[config.mk]
export PLATFORM = sky130hd
export DESIGN_NAME = pipe_stage_reg
export DESIGN_NICKNAME = d
export VERILOG_FILES = /design/src/rtl/pipe_stage_reg.sv
export SDC_FILE = /design/constraint.sdc
export NUM_CORES = 1
export LEC_CHECK = 0
export ABC_AREA = 1
export BUFFER_PORTS_ARGS = -buffer_cell sky130_fd_sc_hd__clkbuf_2
export CAP_MARGIN = 5
export CORE_ASPECT_RATIO = 1.1
export CORE_MARGIN = 2
export CORE_UTILIZATION = 48
export DETAILED_ROUTE_END_ITERATION = 10
export PLACE_DENSITY = 0.79
export SETUP_SLACK_MARGIN = 0.05
export SLEW_MARGIN = 40
export SYNTH_ARGS = -nofsm -noshare
export SYNTH_HDL_FRONTEND = slang
export SYNTH_SLANG_ARGS = --single-unit
[constraint.sdc]
create_clock -name clk -period 2.04 [get_ports clk]
set_input_delay 0.408 -clock clk [delete_from_list [all_inputs] [get_ports clk]]
set_output_delay 0.408 -clock clk [all_outputs]
set_load 0.005 [all_outputs]
[src/rtl/pipe_stage_reg.sv]
// Pipeline stage register: valid/ready handshake, flush with bubble insertion, saturating stall counter.
// Optional build macro PIPE_STAGE_SKID_EN adds a skid entry and makes in_ready a registered signal.
module pipe_stage_reg #(
  parameter int unsigned DATA_W = 32,
  parameter int unsigned CTRL_W = 5,
  parameter int unsigned CNT_W  = 16
) (
  input  logic              clk,
  input  logic              rst_n,
  input  logic              in_valid,
  output logic              in_ready,
  input  logic [DATA_W-1:0] in_data,
  input  logic [CTRL_W-1:0] in_ctrl,
  output logic              out_valid,
  input  logic              out_ready,
  output logic [DATA_W-1:0] out_data,
  output logic [CTRL_W-1:0] out_ctrl,
  input  logic              flush,
  input  logic              cnt_clr,
  output logic [CNT_W-1:0]  stall_cnt
);

  logic              main_valid_q, main_valid_d;
  logic [DATA_W-1:0] main_data_q, main_data_d;
  logic [CTRL_W-1:0] main_ctrl_q, main_ctrl_d;
  logic [CNT_W-1:0]  cnt_q, cnt_d;
  logic              accept, emit;

  assign emit   = main_valid_q && out_ready;
  assign accept = in_valid && in_ready;

`ifdef PIPE_STAGE_SKID_EN
  logic              skid_valid_q, skid_valid_d;
  logic [DATA_W-1:0] skid_data_q, skid_data_d;
  logic [CTRL_W-1:0] skid_ctrl_q, skid_ctrl_d;

  // Ready depends only on skid occupancy, so no combinational path from out_ready or flush.
  assign in_ready = !skid_valid_q;

  always_comb begin
    main_valid_d = main_valid_q;
    main_data_d  = main_data_q;
    main_ctrl_d  = main_ctrl_q;
    skid_valid_d = skid_valid_q;
    skid_data_d  = skid_data_q;
    skid_ctrl_d  = skid_ctrl_q;
    if (flush) begin
      main_valid_d = 1'b0;
      skid_valid_d = 1'b0;
    end else if (skid_valid_q) begin
      if (emit) begin
        main_data_d  = skid_data_q;
        main_ctrl_d  = skid_ctrl_q;
        skid_valid_d = 1'b0;
      end
    end else if (accept) begin
      if (!main_valid_q || emit) begin
        main_valid_d = 1'b1;
        main_data_d  = in_data;
        main_ctrl_d  = in_ctrl;
      end else begin
        skid_valid_d = 1'b1;
        skid_data_d  = in_data;
        skid_ctrl_d  = in_ctrl;
      end
    end else if (emit) begin
      main_valid_d = 1'b0;
    end
  end

  always_ff @(posedge clk or negedge rst_n) begin
    if (!rst_n) begin
      skid_valid_q <= 1'b0;
      skid_data_q  <= '0;
      skid_ctrl_q  <= '0;
    end else begin
      skid_valid_q <= skid_valid_d;
      skid_data_q  <= skid_data_d;
      skid_ctrl_q  <= skid_ctrl_d;
    end
  end
`else
  assign in_ready = out_ready || !main_valid_q;

  always_comb begin
    main_valid_d = main_valid_q;
    main_data_d  = main_data_q;
    main_ctrl_d  = main_ctrl_q;
    if (flush) begin
      main_valid_d = 1'b0;
    end else if (accept) begin
      main_valid_d = 1'b1;
      main_data_d  = in_data;
      main_ctrl_d  = in_ctrl;
    end else if (emit) begin
      main_valid_d = 1'b0;
    end
  end
`endif

  always_comb begin
    cnt_d = cnt_q;
    if (cnt_clr) begin
      cnt_d = '0;
    end else if (main_valid_q && !out_ready && cnt_q != '1) begin
      cnt_d = cnt_q + CNT_W'(1);
    end
  end

  always_ff @(posedge clk or negedge rst_n) begin
    if (!rst_n) begin
      main_valid_q <= 1'b0;
      main_data_q  <= '0;
      main_ctrl_q  <= '0;
      cnt_q        <= '0;
    end else begin
      main_valid_q <= main_valid_d;
      main_data_q  <= main_data_d;
      main_ctrl_q  <= main_ctrl_d;
      cnt_q        <= cnt_d;
    end
  end

  // Empty stage presents a bubble: control forced to zero, data left as-is.
  assign out_valid = main_valid_q;
  assign out_data  = main_data_q;
  assign out_ctrl  = main_valid_q ? main_ctrl_q : '0;
  assign stall_cnt = cnt_q;

endmodule

# Word-level counts from Yosys, hierarchy flattened
# Cells that the tools add are included.
# W data, S select, Z words.
dict set report word_totals {
  reg_bits 54
  inputBits 43
  out_inout_bits 55
  word_cells 23
}
dict set report op_classes {
  add_sub_neg 1
  eq_ne 1
  mux 6
  n_bitwise 1
  reduce_logical 10
}
# cell n
set ops {}
lappend ops {{$mux W16} 2}
lappend ops {{$add A16 B1 Y16 const B} 1}
lappend ops {{$ne A16 B16 Y1 const B} 1}
lappend ops {{$mux W5} 1}
lappend ops {{$logic_and A1 B1 Y1} 4}
lappend ops {{$mux W1} 3}
lappend ops {{$reduce_bool A3 Y1} 1}
lappend ops {{$logic_not A1 Y1} 2}
lappend ops {{$reduce_and A2 Y1} 1}
lappend ops {{$reduce_bool A2 Y1} 1}
lappend ops {{$logic_or A1 B1 Y1} 1}
lappend ops {{$not A1 Y1} 1}

# Depth between registers and ports, before layout
dict set report logic_depth {
  depth_word 5
  mapped_depth 10
  ltp_nobuf 9
}

# Worst setup path after synthesis
# No wires, ideal clock.
dict set report synth_timing {
  path_type {flip-flop to flip-flop}
  startpoint {reg cnt_q[0], in the netlist stall_cnt[0]}
  endpoint {reg cnt_q[2], in the netlist stall_cnt[2]}
  arrival_time_ns 1.454
  required_time_ns 1.919
  path_slack_ns 0.464
  stages_incl_launch_ff 11
  synth_period_minus_slack_ns 1.576
  cell_sequence {dfrtp_1 -> ha_1 -> nand2_1 -> nor2_2 -> nand2_2 -> nor2_4 -> o21ai_4 -> clkinv_2 -> buf_6 -> nand2_1 -> nand2_1}
}
dict set report synth_via {
  elab_chain_cells 3
}
# item line
set synth_lines {}
lappend synth_lines {{from (decl)} 26} ;# logic [CNT_W-1:0] cnt_q, cnt_d;
lappend synth_lines {{from (signal assigned)} 120} ;# cnt_q <= cnt_d;
lappend synth_lines {{$add A16 B1 Y16 / $ne A16 B16 Y1 (equally long branches)} {106, 105}}
lappend synth_lines {{$mux W16 / $logic_and A1 B1 Y1 (equally long branches)} 105} ;# end else if (main_valid_q && !out_ready && cnt_q != '1) begin
lappend synth_lines {{$mux W16 / $reduce_bool A2 Y1 (equally long branches)} n/a}
# Several ways; a longest one is shown, not always the timed one. The select of a mux whose other input is x is not followed.
# A chain may end at the register's enable or synchronous reset.

# Worst setup path in the final report
dict set report layout_timing {
  startpoint {reg cnt_q[1], in the netlist stall_cnt[1]}
  endpoint {reg cnt_q[9], in the netlist stall_cnt[9]}
}
# The elaborated chain is that of the path after synthesis.

==> implementation parameters <==
Parameter                              Value

Clock tree
  Number of buffers inserted by post-CTS setup repair    0
  Deepest clock path buffer count    2
  TritonCTS clock tree    built
  Clock edge transition at the registers on the reported setup and hold paths    0.10 ns
  Number of hold buffers added after cts    0
  Insertion delay of the later-clocked pin in the worst-skew pair    0.30 ns
  Maximum level of the CTS H-tree    2
  CTS Root Buffer Type    sky130_fd_sc_hd__clkbuf_8
  Clock net sink count    54
  Num CTS Buffers    5

STA
  Crit path time final    1.79 ns
  Maximum clock frequency    557 MHz
  Slew @ Worst Pin    0.671 ns
  Part of the cycle the worst path needs    roughly 88%
  Setup repair after global routing missed its margin    no
  Number of slew-limit violations in the final report    0
  Worst Hold Slack    0.219 ns
  Finish-stage setup viols    0
  Setup TNS    0 ns
  Endpoints failing hold    0
  Clock skew after layout    around 0.0078 ns
  Slew headroom    55.3%

Detailed routing
  First drt pass iteration count    4
  Number of violations reported at the end of detailed-routing iteration 0    77
  DRC violation count after routing    0
  WL/cell    roughly 13 um
  Detailed-route via count    about 2000
  Vias per cell    4.98
  Wire length after detailed routing    5.16 mm
  Post-detailed-route count of antenna-violating nets    0

Synthesis
  Post-synthesis sequential element count    54
  Share of synthesized cell area in and, or, nand and nor gates    19.2%
  Number of standard cells after synthesis    243
  Portion of the post-synthesis area used by sequential elements    a little over half
  Cell Area, Synth    0.00249 mm2
  Complex-gate fraction of the synthesized area    2.66%
  Post-synthesis net count    287
  Leading post-synthesis cells by cell area    sky130_fd_sc_hd__dfrtp_1 (54%), sky130_fd_sc_hd__mux2_2 (17%), sky130_fd_sc_hd__nand2_1 (9.2%)
  Count of yosys warnings during synthesis    0
  Average cell area after synthesis    10.3 um2
  Share of cell area taken by muxes after synthesis    16.7%
  Synth Area in XOR/XNOR    1.05%
  Combinational family with the most area after synthesis    simple AND/OR/NAND/NOR gates
  Fraction of post-synthesis cell area in the top cell type by area    54.2%
  Area share of fa/ha/maj cells after synthesis    less than 1%
  Cell type contributing the most total cell area after synthesis    sky130_fd_sc_hd__dfrtp_1
  Distinct cell type count of the synthesized netlist    22

Critical path
  Worst path top cell family by delay    simple AND/OR/NAND/NOR gates
  Worst-path maximum fanout    15
  Top cell by count, worst path    sky130_fd_sc_hd__nand2_1
  Critical Path Sink Type    flip-flop
  Number of cells on the worst reg-to-reg path    9
  End of the worst register-to-register path    stall_cnt[9]
  Delay of the slowest cell on the worst path    0.44 ns
  Data arrival at the endpoint of the critical path    roughly 2 ns
  Worst R2R Setup Slack    between 0.2 and 0.25 ns
  Source of the worst register-to-register timing path    stall_cnt[1]
  Worst setup path class    reg2reg
  Worst path buffer plus inverter count    1
  Cell with the largest stage delay on the worst path    sky130_fd_sc_hd__dfrtp_1
  Crit path launch type    flip-flop
  Crit path required time    2.24 ns
  Series of cell instances along the critical path    ha_1, nand2_1, nor2_2, nand2_2, nor2_4, o21ai_4, clkinv_2, nand2_1, nand2_1

Pwr
  Power per Cell Area    718 mW/mm2
  Final Total Pwr    2.23 mW
  Static Leak    1.62 nW
  Highest ir drop seen on vdd    between 0.2 and 0.3 mV

Global routing
  M3 GR Usage    5.43%
  Initial antenna violation count    0
  Via count of the first global-routing pass    between 1500 and 2000
  Sum of overflow across all layers after global routing    0
  M2 GR Usage    31.7%
  Total track usage    18.3%
  Layer with the highest usage after global routing    met2
  First-pass GRT wire length    8.37 mm
  Pin count of the biggest net entering global routing    55
  Met1 Usage GRT    around 22%

Finish
  Layout fillers    439
  Final core occ    62.2%
  NumNets Final    389
  Most common library cell in the layout ignoring fill and taps    sky130_fd_sc_hd__clkbuf_2
  FF/Latch Area    0.00135 mm2
  Area growth, synth to finish    24.8%
  Post-layout instance count excluding filler cells    404
  Final antenna diode count    0
  Highest-count cells in the layout ignoring fill and taps    sky130_fd_sc_hd__clkbuf_2 (97), sky130_fd_sc_hd__nand2_1 (61), sky130_fd_sc_hd__dfrtp_1 (54)
  Multi-input gate area    0.00100 mm2
  Share of final-layout standard cells stronger than drive strength 1    between 40% and 50%

Floorplan
  Floorplan Core Area    0.00500 mm2
  Die area    0.00578 mm2
  Horizontal extent of the die    72.7 um
  I/O pin cnt    98
  Vertical die dimension    79.6 um
  Initial Utilization    roughly half
  Std-Cell Rows    27

Placement
  Number of buffers added on ports    slightly below 100
  Final RePlAce weighted congestion    0.849
  Placed cells    396
  Total half-perimeter wirelength after legalization and detailed placement    3.78 mm

Status
  Run status    completed

Job
  Max-cap violation count    0

Hold path
  Hold WC Path Type    in2async
routing by layer:
layer  wire (um)  vias up
met5           0        -
met4          22        0
met1        2210      933
li1            -      999
met3         361        2
met2        2570       76
final cells by class:
| cell class | count | share of cell area, % |
|---|---|---|
| Clock buffer | 6 | 2.33 |
| Sequential cell | 54 | 43.5 |
| Multi-Input combinational cell | 162 | 32.3 |
| Tap cell | 58 | 2.33 |
| Inverter | 21 | 2.58 |
| Clock inverter | 2 | 0.443 |
| Timing Repair Buffer | 101 | 16.6 |
Yosys cell counts, drive strengths merged:
library cell	number
dfrtp	54
mux2	37
nand4	9
xor2	3
o21ai	3
o211ai	1
clkbuf	2
nand3	18
ha	1
nor2	21
clkinv	1
o21bai	1
buf	4
a21oi	5
nand2	63
inv	20
logic make-up after synthesis:
group,count (synthesis)
AOI/OAI and AO/OA,10
xor gates and xnor gates,3
adders and majority gates,1
buffers and inverters,27
DFF,54
muxes,37
and+or+nand+nor,111
power breakdown:
| group | internal [mW] | total (mW) | switching (mW) |
|---|---|---|---|
| sequential | 1.20 | 1.26 | 0.0633 |
| clock | 0.243 | 0.588 | 0.345 |
| combinational | 0.222 | 0.383 | 0.161 |
worst max path at each step:
stage | startpoint | to | slack (ns) | depth (start not counted)
6_report | stall_cnt[1] | stall_cnt[9] | 0.25 | 9
5_1_grt | stall_cnt[1] | stall_cnt[11] | 0.08 | 9
4_1_cts | stall_cnt[1] | stall_cnt[2] | 0.11 | 8
3_5_place_dp | stall_cnt[1] | stall_cnt[2] | 0.12 | 8
3_3_place_gp | stall_cnt[0] | stall_cnt[2] | 0.17 | 8
2_1_floorplan | stall_cnt[0] | stall_cnt[2] | 0.46 | 10
flip-flops by register name, indices dropped and copies added, names as in the netlist:
signal and count:
stall_cnt 16, out_data 32, main_ctrl_q 5, out_valid 1
per-stage QoR:
stage	setup WS [ns]	instance area (um2)
floorplan	0.464	2490
global placement	0.171	3020
detailed placement	0.116	3020
CTS	0.113	3110
global route	0.0840	3110
finish	0.246	3110
worst reg2reg max path: cells and delay by family, from the launching register on:
kind,cells,cell delay (ns)
flops,1,0.44
simple gates,6,0.51
buf+inv,1,0.27
fa+ha+maj,1,0.25
compound gates,1,0.23
what timing repair did:
item / 4_1_cts / 5_1_grt
resized for setup: 0 / 1
endpoints found under the hold margin: 0 / 0
setup endpoints to repair: 0 / 7
(Power assumes the default switching activity.)
